$ cat config.mk
export PLATFORM = sky130hd
export DESIGN_NAME = booth_mult_seq
export DESIGN_NICKNAME = d
export VERILOG_FILES = /design/src/rtl/mult_pkg.sv /design/src/rtl/booth_recode_w.sv /design/src/rtl/booth_mult_seq.sv
export SDC_FILE = /design/constraint.sdc
export NUM_CORES = 1
export LEC_CHECK = 0
export CAP_MARGIN = 30
export CORE_ASPECT_RATIO = 1.2
export CORE_MARGIN = 2
export CORE_UTILIZATION = 52
export CTS_BUF_LIST = sky130_fd_sc_hd__clkbuf_2 sky130_fd_sc_hd__clkbuf_4 sky130_fd_sc_hd__clkbuf_8
export CTS_CLUSTER_SIZE = 8
export DETAILED_ROUTE_END_ITERATION = 16
export GPL_ROUTABILITY_DRIVEN = 1
export PLACE_DENSITY = 0.79
export SLEW_MARGIN = 0
export SYNTH_ARGS = -nofsm -noshare
export SYNTH_HDL_FRONTEND = slang
export SYNTH_HIERARCHICAL = 1
export SYNTH_SLANG_ARGS = --single-unit
$ cat constraint.sdc
create_clock -name clock -period 4.4 [get_ports clock]
set_input_delay 1.32 -clock clock [delete_from_list [all_inputs] [get_ports clock]]
set_output_delay 1.32 -clock clock [all_outputs]
set_load 0.01 [all_outputs]
$ cat src/rtl/mult_pkg.sv
// Shared types and helpers for the iterative radix-4 Booth multiplier.
package mult_pkg;

    typedef enum logic [1:0] {
        IDLE = 2'd0,
        RUN  = 2'd1,
        DONE = 2'd2
    } state_e;

    typedef enum logic [2:0] {
        ZERO = 3'd0,
        PM   = 3'd1,
        P2M  = 3'd2,
        NM   = 3'd3,
        N2M  = 3'd4
    } recode_sel_e;

    // Two multiplier bits retire per step; the extra step covers the two extension bits.
    function automatic int unsigned booth_iters(input int unsigned width);
        return (width / 32'd2) + 32'd1;
    endfunction

endpackage

$ cat src/rtl/booth_recode_w.sv
// Radix-4 Booth recoder: maps a multiplier triplet onto an addend and carry-in.
module booth_recode_w
    import mult_pkg::*;
#(
    parameter int WIDTH = 32
) (
    input  logic [2:0]       triplet,
    input  logic [WIDTH+1:0] m_ext,
    output logic [WIDTH+2:0] addend,
    output logic             carry_in
);

    recode_sel_e      sel;
    logic [WIDTH+2:0] m_w;
    logic [WIDTH+2:0] m2_w;

    assign m_w  = {m_ext[WIDTH+1], m_ext};
    assign m2_w = {m_ext, 1'b0};

    // Triplet decode into a select code.
    always_comb begin
        sel = ZERO;
        case (triplet)
            3'b001, 3'b010: sel = PM;
            3'b011:         sel = P2M;
            3'b100:         sel = N2M;
            3'b101, 3'b110: sel = NM;
            default:        sel = ZERO;
        endcase
    end

    // Negative terms are one's complement here; the adder supplies the +1.
    always_comb begin
        addend   = {(WIDTH+3){1'b0}};
        carry_in = 1'b0;
        case (sel)
            PM:  addend = m_w;
            P2M: addend = m2_w;
            NM: begin
                addend   = ~m_w;
                carry_in = 1'b1;
            end
            N2M: begin
                addend   = ~m2_w;
                carry_in = 1'b1;
            end
            default: begin
                addend   = {(WIDTH+3){1'b0}};
                carry_in = 1'b0;
            end
        endcase
    end

endmodule

$ cat src/rtl/booth_mult_seq.sv
// Iterative radix-4 Booth multiplier with start/ready/done handshake and overflow flag.
module booth_mult_seq
    import mult_pkg::*;
#(
    parameter int WIDTH = 32
) (
    input  logic               clock,
    input  logic               reset,
    input  logic               start,
    input  logic               signed_mode,
    input  logic [WIDTH-1:0]   multiplicand,
    input  logic [WIDTH-1:0]   multiplier,
    output logic               ready,
    output logic               done,
    output logic [2*WIDTH-1:0] product,
    output logic               overflow
);

    localparam int            N    = booth_iters(WIDTH);
    localparam int            CW   = $clog2(N + 1);
    localparam logic [CW-1:0] LAST = CW'(N - 1);

    state_e             state_q, state_d;
    logic [WIDTH+2:0]   a_q, a_d;
    logic [WIDTH+1:0]   m_q, m_d;
    logic [WIDTH+1:0]   q_q, q_d;
    logic               qm1_q, qm1_d;
    logic               mode_q, mode_d;
    logic [CW-1:0]      cnt_q, cnt_d;
    logic               ready_q, ready_d;
    logic               done_q, done_d;
    logic [2*WIDTH-1:0] product_q, product_d;
    logic               overflow_q, overflow_d;

    logic [WIDTH+2:0]   addend_s;
    logic               cin_s;
    logic [WIDTH+2:0]   a_sum_s;
    logic [WIDTH+2:0]   a_shift_s;
    logic [WIDTH+1:0]   q_shift_s;
    logic [2*WIDTH-1:0] prod_fin_s;
    logic               ovf_fin_s;

    booth_recode_w #(.WIDTH(WIDTH)) u_recode (
        .triplet  ({q_q[1:0], qm1_q}),
        .m_ext    (m_q),
        .addend   (addend_s),
        .carry_in (cin_s)
    );

    assign a_sum_s    = a_q + addend_s + {{(WIDTH+2){1'b0}}, cin_s};
    assign a_shift_s  = {{2{a_sum_s[WIDTH+2]}}, a_sum_s[WIDTH+2:2]};
    assign q_shift_s  = {a_sum_s[1:0], q_q[WIDTH+1:2]};
    assign prod_fin_s = {a_shift_s[WIDTH-3:0], q_shift_s};

    // Signed results must sign-extend from bit WIDTH-1; unsigned ones need a zero upper half.
    always_comb begin
        if (mode_q) begin
            ovf_fin_s = !((&prod_fin_s[2*WIDTH-1:WIDTH-1]) || !(|prod_fin_s[2*WIDTH-1:WIDTH-1]));
        end else begin
            ovf_fin_s = |prod_fin_s[2*WIDTH-1:WIDTH];
        end
    end

    // Next-state, datapath and output logic.
    always_comb begin
        state_d    = state_q;
        a_d        = a_q;
        m_d        = m_q;
        q_d        = q_q;
        qm1_d      = qm1_q;
        mode_d     = mode_q;
        cnt_d      = cnt_q;
        ready_d    = ready_q;
        done_d     = 1'b0;
        product_d  = product_q;
        overflow_d = overflow_q;
        case (state_q)
            IDLE, DONE: begin
                if (start) begin
                    state_d = RUN;
                    ready_d = 1'b0;
                    a_d     = {(WIDTH+3){1'b0}};
                    m_d     = {{2{signed_mode & multiplicand[WIDTH-1]}}, multiplicand};
                    q_d     = {{2{signed_mode & multiplier[WIDTH-1]}}, multiplier};
                    qm1_d   = 1'b0;
                    mode_d  = signed_mode;
                    cnt_d   = {CW{1'b0}};
                end else begin
                    state_d = IDLE;
                    ready_d = 1'b1;
                end
            end
            RUN: begin
                a_d   = a_shift_s;
                q_d   = q_shift_s;
                qm1_d = q_q[1];
                cnt_d = cnt_q + CW'(1);
                if (cnt_q == LAST) begin
                    state_d    = DONE;
                    ready_d    = 1'b1;
                    done_d     = 1'b1;
                    product_d  = prod_fin_s;
                    overflow_d = ovf_fin_s;
                end else begin
                    state_d = RUN;
                end
            end
            default: begin
                state_d = IDLE;
                ready_d = 1'b1;
            end
        endcase
    end

    // State and output registers with synchronous active-low reset.
    always_ff @(posedge clock) begin
        if (!reset) begin
            state_q    <= IDLE;
            a_q        <= {(WIDTH+3){1'b0}};
            m_q        <= {(WIDTH+2){1'b0}};
            q_q        <= {(WIDTH+2){1'b0}};
            qm1_q      <= 1'b0;
            mode_q     <= 1'b0;
            cnt_q      <= {CW{1'b0}};
            ready_q    <= 1'b1;
            done_q     <= 1'b0;
            product_q  <= {(2*WIDTH){1'b0}};
            overflow_q <= 1'b0;
        end else begin
            state_q    <= state_d;
            a_q        <= a_d;
            m_q        <= m_d;
            q_q        <= q_d;
            qm1_q      <= qm1_d;
            mode_q     <= mode_d;
            cnt_q      <= cnt_d;
            ready_q    <= ready_d;
            done_q     <= done_d;
            product_q  <= product_d;
            overflow_q <= overflow_d;
        end
    end

    assign ready    = ready_q;
    assign done     = done_q;
    assign product  = product_q;
    assign overflow = overflow_q;

endmodule

# Word level (Yosys, flattened, before mapping)
# Cells that the tools add are included.
[op_classes] addsub=3 eq_ne=15 bitwise=4 mux=19 n_reduce_logical=16
[ops] op="$pmux W35 S4" count=1
[ops] op="$not A35 Y35" count=2
[ops] op="$pmux W35 S2" count=1
[ops] op="$pmux W34 S2" count=1
[ops] op="$add A35 B1 Y35" count=1
[ops] op="$add A35 B35 Y35" count=1
[ops] op="$mux W35" count=1
[ops] op="$mux W34" count=1
[ops] op="$reduce_and A33 Y1" count=1
[ops] op="$reduce_or A33 Y1" count=1
[ops] op="$reduce_or A32 Y1" count=1
[ops] op="$eq A3 B2 Y1 const B" count=4
[ops] op="$eq A3 B3 Y1 const B" count=4
[ops] op="$pmux W3 S4" count=1
[ops] op="$pmux W5 S2" count=1
[ops] op="$reduce_and A2 Y1" count=4
[ops] op="$reduce_or A2 Y1" count=4
[ops] op="$mux W1" count=7
[ops] op="$eq A3 B1 Y1 const B" count=2
[ops] op="$add A5 B1 Y5 const B" count=1
[ops] op="$eq A5 B5 Y1 const B" count=1
[ops] op="$mux W5" count=1
[ops] op="$ne A2 B2 Y1 const B" count=2
[ops] op="$pmux W1 S2" count=2
[ops] op="9 further kinds" count=11
[word_totals] out_inout_bits=67 word_cells=68 ff_bits=178 input_bits=68

# Logic depth before layout (Yosys ltp)
[depth] word_depth=12 ltp_mapped=16 ltp_nobuf=13

# Cells and area by module
# The synthesis kept the hierarchy.
[by_module_without_submodules] mod="booth_mult_seq" area_per_inst_um2=9018.6 n_inst=1 seq_area_each_um2=3523.4 cells_each=1137
[by_module_without_submodules] mod="booth_recode_w" area_per_inst_um2=1283.7 n_inst=1 seq_area_each_um2=0.0 cells_each=135

# Worst setup path before layout
# No wires, ideal clock.
[synth_path] kind="flip-flop to flip-flop" from="register qm1_q" to="register overflow_q, in the netlist overflow" required_time_ps=4271 period_less_slack_ps=4081 path_slack_ps=319 arrival_time_ps=3952 setup_ps=129 path_buffers=3 stages_incl_launch_ff=16 cell_sequence="dfxtp_1 > buf_6 > buf_2 > buf_1 > a21oi_1 > fa_1 > fa_1 > a211o_2 > a21boi_0 > nor3_1 > or3_1 > and2_1 > or4_1 > nor4_1 > and4_1 > a21oi_1"
[synth_via] elab_chain_len=12 word_cells_on_any_way=25 cone_classes="2 x add/sub; 10 x eq/ne; 4 x mux; 9 x reduce/logical"
[synth_lines] element="start: declaration" line_no="booth_mult_seq.sv:27" source="logic qm1_q, qm1_d;"
[synth_lines] element="start signal: assignment" line_no="booth_mult_seq.sv:134" source="qm1_q <= qm1_d;"
[synth_lines] element="$eq A3 B3 Y1 (tied with other cells)" line_no="booth_recode_w.sv:23" source="case (triplet)"
[synth_lines] element="$reduce_or A2 Y1" line_no="booth_recode_w.sv:23"
[synth_lines] element="$pmux W3 S4 *" line_no="booth_recode_w.sv:23"
[synth_lines] element="$eq A3 B2 Y1 or $eq A3 B3 Y1 (tied branches)" line_no="booth_recode_w.sv:36" source="case (sel)"
[synth_lines] element="$reduce_or A2 Y1 (no source line) *"
[synth_lines] element="$mux W1 *" line_no="booth_recode_w.sv:36"
[synth_lines] element="named net cin_s" line_no="booth_mult_seq.sv:36" source="logic cin_s;"
[synth_lines] element="$add A35 B1 Y35 *" line_no="booth_mult_seq.sv:50" source="assign a_sum_s = a_q + addend_s + {{(WIDTH+2){1'b0}}, cin_s};"
[synth_lines] element="$reduce_or A33 Y1" line_no="booth_mult_seq.sv:58" source="ovf_fin_s = !((&prod_fin_s[2*WIDTH-1:WIDTH-1]) || !(|prod_fin_s[2*WIDTH-1:WIDTH-1]));"
[synth_lines] element="$logic_not A1 Y1" line_no="booth_mult_seq.sv:58"
[synth_lines] element="$logic_or A1 B1 Y1" line_no="booth_mult_seq.sv:58"
[synth_lines] element="$logic_not A1 Y1" line_no="booth_mult_seq.sv:58"
[synth_lines] element="$mux W1 *" line_no="booth_mult_seq.sv:57" source="if (mode_q) begin"
[synth_lines] element="end signal: assignment" line_no="booth_mult_seq.sv:140" source="overflow_q <= overflow_d;"
[synth_lines] element="end: declaration" line_no="booth_mult_seq.sv:33" source="logic overflow_q, overflow_d;"
# The timed path passes the listed nets; every way through them passes the cells marked *.
# A chain may end at the register's enable or synchronous reset.

# Final worst setup path
[layout_path] from="register qm1_q" to="register overflow_q, in the netlist overflow"
[layout_via] elab_chain_len=12 word_cells_on_any_way=25 cone_classes="2 x add/sub; 10 x eq/ne; 4 x mux; 9 x reduce/logical"
[layout_lines] element="$eq A3 B3 Y1 (tied with other cells)" line_no="booth_recode_w.sv:23"
[layout_lines] element="$reduce_or A2 Y1" line_no="booth_recode_w.sv:23"
[layout_lines] element="$pmux W3 S4 *" line_no="booth_recode_w.sv:23"
[layout_lines] element="$eq A3 B3 Y1 (tied with other cells)" line_no="booth_recode_w.sv:36"
[layout_lines] element="$pmux W35 S4 *" line_no="booth_recode_w.sv:36"
[layout_lines] element="named net addend_s[14]" line_no="booth_mult_seq.sv:35" source="logic [WIDTH+2:0] addend_s;"
[layout_lines] element="$add A35 B35 Y35 *" line_no="booth_mult_seq.sv:50"
[layout_lines] element="$add A35 B1 Y35 *" line_no="booth_mult_seq.sv:50"
[layout_lines] element="$reduce_or A33 Y1" line_no="booth_mult_seq.sv:58"
[layout_lines] element="$logic_not A1 Y1" line_no="booth_mult_seq.sv:58"
[layout_lines] element="$logic_or A1 B1 Y1" line_no="booth_mult_seq.sv:58"
[layout_lines] element="$logic_not A1 Y1" line_no="booth_mult_seq.sv:58"
[layout_lines] element="$mux W1 *" line_no="booth_mult_seq.sv:57"
# Marks and branches as above.

==> results.tsv <==
metric	value	unit
synthesized cell area	0.01030	sq mm
All-Layer GR Usage	27.30	%
Cells after Synth	1272	
critical-path cell list	buf_4, or3b_1, buf_4, o221ai_2, ha_1, a21oi_1, buf_4, o21ai_0, a2111oi_1, a211oi_1, buf_4, or4_1, nor4_2, and4_1, a21oi_1	
Antenna Violating Nets Remaining	0	
setup TNS	0	ps
R2R setup slack	150	ps
DRC errors left	0	
startpoint type of the worst setup path	flip-flop	
DIE AREA	0.02096	sq mm
type of the most critical hold path	reg2reg	
clk buf depth	2	
placed cell area	0.01208	sq mm
ys flop type	dfxtp_1	
CP max stage delay	490	ps
vias in the first global route	9256	
post-synthesis sequential area ratio	34.20	%
layout cells sized above 1	13.85	%
Post-synth EDFFs	0	
fin crit share	96.52	%
CP Max Fanout	16	
GP Congestion	0.9453	
CP Data Arrival Time	4600	ps
I/O Buffers	134	
# clock sinks	176	
Avg Vias per Cell	5.961	
worst slack, placed	-20.99	ps
post-route setup slack	153.3	ps
Psw	1.195	mW
Die X	132.5	um
CP most frequent cell	buf_4	
non-filler cells, final	1684	
Core Box Area	0.01948	sq mm
Setup violations, final	0	
share of total power in combinational logic	21.6	%
row count	56	
Async SR Flop Fraction	0	%
DRT Pass-1 Iters	7	
total number of vias	10040	
starting density of the core	52.89	%
post-synthesis register bit count	176	
commonest non-fill, non-tap cells in the layout	nand2_1, dfxtp_1, a21oi_1	
mean post-synth cell area	8.099	sq um
CTS buffer count	17	
clock power share	31.2	%
Root Buffer	clkbuf_8	
Worst-Margin Slew	848.3	ps
die height	158.2	um
commonest non-fill, non-tap cell in the layout	nand2_1	
first-pass GRT wire length	46620	um
switch share	33.03	%
total routed wirelength	28850	um
WL per Instance	17.13	um
Initial DRC Count	753	
hpwl dp	20540	um
synthesis-to-finish area growth	22.25	%
fin crit period	4247	ps
Reg power frac	47.2	%
initial antenna violation count	1	
CTS Hold Buffers Added	0	
Reg clk slew, reported paths	100	ps
critical path's top delay family	simple AND/OR/NAND/NOR gates	
Yosys warnings	6	
CTS HTree Levels	4	
maximum clock frequency	0.2355	GHz
Max-cap violations	0	
Max VDD drop	0.0002451	V
Slew Viols, Final	0	
P_leak	4.584	nW
largest net degree at the start of global routing	70	
Internal Power	2.423	mW
Req. time, crit path	4760	ps
Cell Pwr Density	287.3	mW/mm^2
Max-slew headroom	43.45	%
Ports	135	
final instance area	0.01259	sq mm
Max Clock Skew	14.45	ps
Setup Crit Path Kind	reg2reg	
Final Util	64.66	%
status	finished, final reports clean	
CTS tree	built	
Hold Vio Cnt, Final	0	
Worst-Skew Late Latency	480	ps
Synth Net Count	1377	
dpl cells	1647	
Final #Nets	1514	
GRT overflow	0	
CP Capture Type	flip-flop	
FILL cells	1768	
Synth cell types	86	
slowest CP cell	or3b_1	
WP buf/inv	4	
-- per-layer routing --
metal	global-route usage (%)	vias to the layer above	part of all wire, %
li1	-	4910	-
met1	34.64	4781	44
met2	45.32	286	47
met3	6.020	62	6.0
met4	10.75	0	3.0
met5	0	-	0
-- final cells by class --
class	count	area [sq um]	share of cell area (%)
Clock inverter	15	170.2	1.351
Clock buffer	17	234.0	1.858
Multi-Input combinational cell	974	6220	49.38
Antenna cell	1	2.502	0.01987
Tap cell	261	326.6	2.593
Inverter	17	66.31	0.5265
Sequential cell	176	3528	28.02
Timing Repair Buffer	223	2047	16.25
-- path summary, 6_finish.rpt --
kind / startpoint / end / cells after the start
worst max-delay path: qm1_q$_SDFFE_PN0P_ / overflow$_SDFFE_PN0P_ / 15
worst min register to register: ready$_SDFFE_PN1N_ / ready$_SDFFE_PN1N_ / 2
worst min-delay path: ready$_SDFFE_PN1N_ / ready$_SDFFE_PN1N_ / 2
worst max register to register: qm1_q$_SDFFE_PN0P_ / overflow$_SDFFE_PN0P_ / 15
-- flip-flops by register name (all words and copies together), names as in the netlist --
register	flops
a_q	33
cnt_q	5
done	1
m_q	33
mode_q	1
overflow	1
product	64
q_q	34
qm1_q	1
ready	1
state_q	2
-- worst register-to-register path: stages, from the launching register on --
cell       delay (ps)
dfxtp_1           360
buf_4             180
or3b_1            490
buf_4             280
o221ai_2          240
ha_1              290
a21oi_1           220
buf_4             180
o21ai_0           150
a2111oi_1         450
a211oi_1          140
buf_4             180
or4_1             490
nor4_2            210
and4_1            230
a21oi_1            60
-- cells by family after synthesis --
group,count (synthesis),share of synthesized area (%)
AOI/OAI and AO/OA,392,27.19
and+or+nand+nor,497,23.32
xor gates and xnor gates,43,3.728
adders and majority gates,37,4.639
DFF,176,34.20
buffers and inverters,122,6.425
muxes,5,0.4979
-- through the flow --
stage	hold WS [ps]	total power, mW
detailed placement	434.2	2.502
CTS	457.6	3.619
floorplan	440.6	2.257
global route	477.6	3.788
finish	454.3	3.618
global placement	435.9	2.491
-- synthesized netlist by cell type, types with 5 or more instances --
library cell / n / area share [%]
nand2_1: 243 / 8.9
dfxtp_1: 176 / 34
a21oi_1: 167 / 8.1
nor2_1: 82 / 3.0
a22oi_1: 63 / 4.6
clkbuf_1: 61 / 2.2
xnor2_1: 38 / 3.2
ha_1: 35 / 4.3
nand4b_1: 34 / 2.9
o221ai_2: 30 / 4.4
o21ai_0: 22 / 1.1
nor3_1: 21 / 1.0
nand3_1: 17 / 0.83
inv_1: 16 / 0.58
nand4_1: 16 / 0.97
a211oi_1: 15 / 1.1
a21o_1: 14 / 1.0
and2_1: 12 / 0.73
buf_2: 12 / 0.58
nor4_1: 10 / 0.61
and3_1: 9 / 0.55
buf_1: 9 / 0.33
clkbuf_8: 9 / 1.2
o21a_1: 9 / 0.66
nor2b_1: 8 / 0.49
or2_2: 7 / 0.43
or3_1: 7 / 0.43
a2111oi_0: 6 / 0.51
buf_6: 6 / 0.66
o2111ai_1: 6 / 0.51
o211ai_1: 6 / 0.44
a211o_1: 5 / 0.43
and4_1: 5 / 0.43
-- power by group through the flow --
stage | sequential, mW | combinational [mW] | clock, mW
after floorplan | 1.72 | 0.533 | 0
after global placement | 1.74 | 0.751 | 0
after detailed placement | 1.74 | 0.759 | 0
after CTS | 1.71 | 0.764 | 1.15
after global routing | 1.72 | 0.854 | 1.22
final | 1.71 | 0.783 | 1.13
-- timing repair --
action | CTS | global route
setup buffers | 0 | 4
pin swaps | 0 | 3
cloned | 0 | 0
endpoints found under the hold margin | 0 | 0
gates resized for setup | 2 | 22
endpoints found under the setup margin | 1 | 3
(Power assumes the default switching activity.)
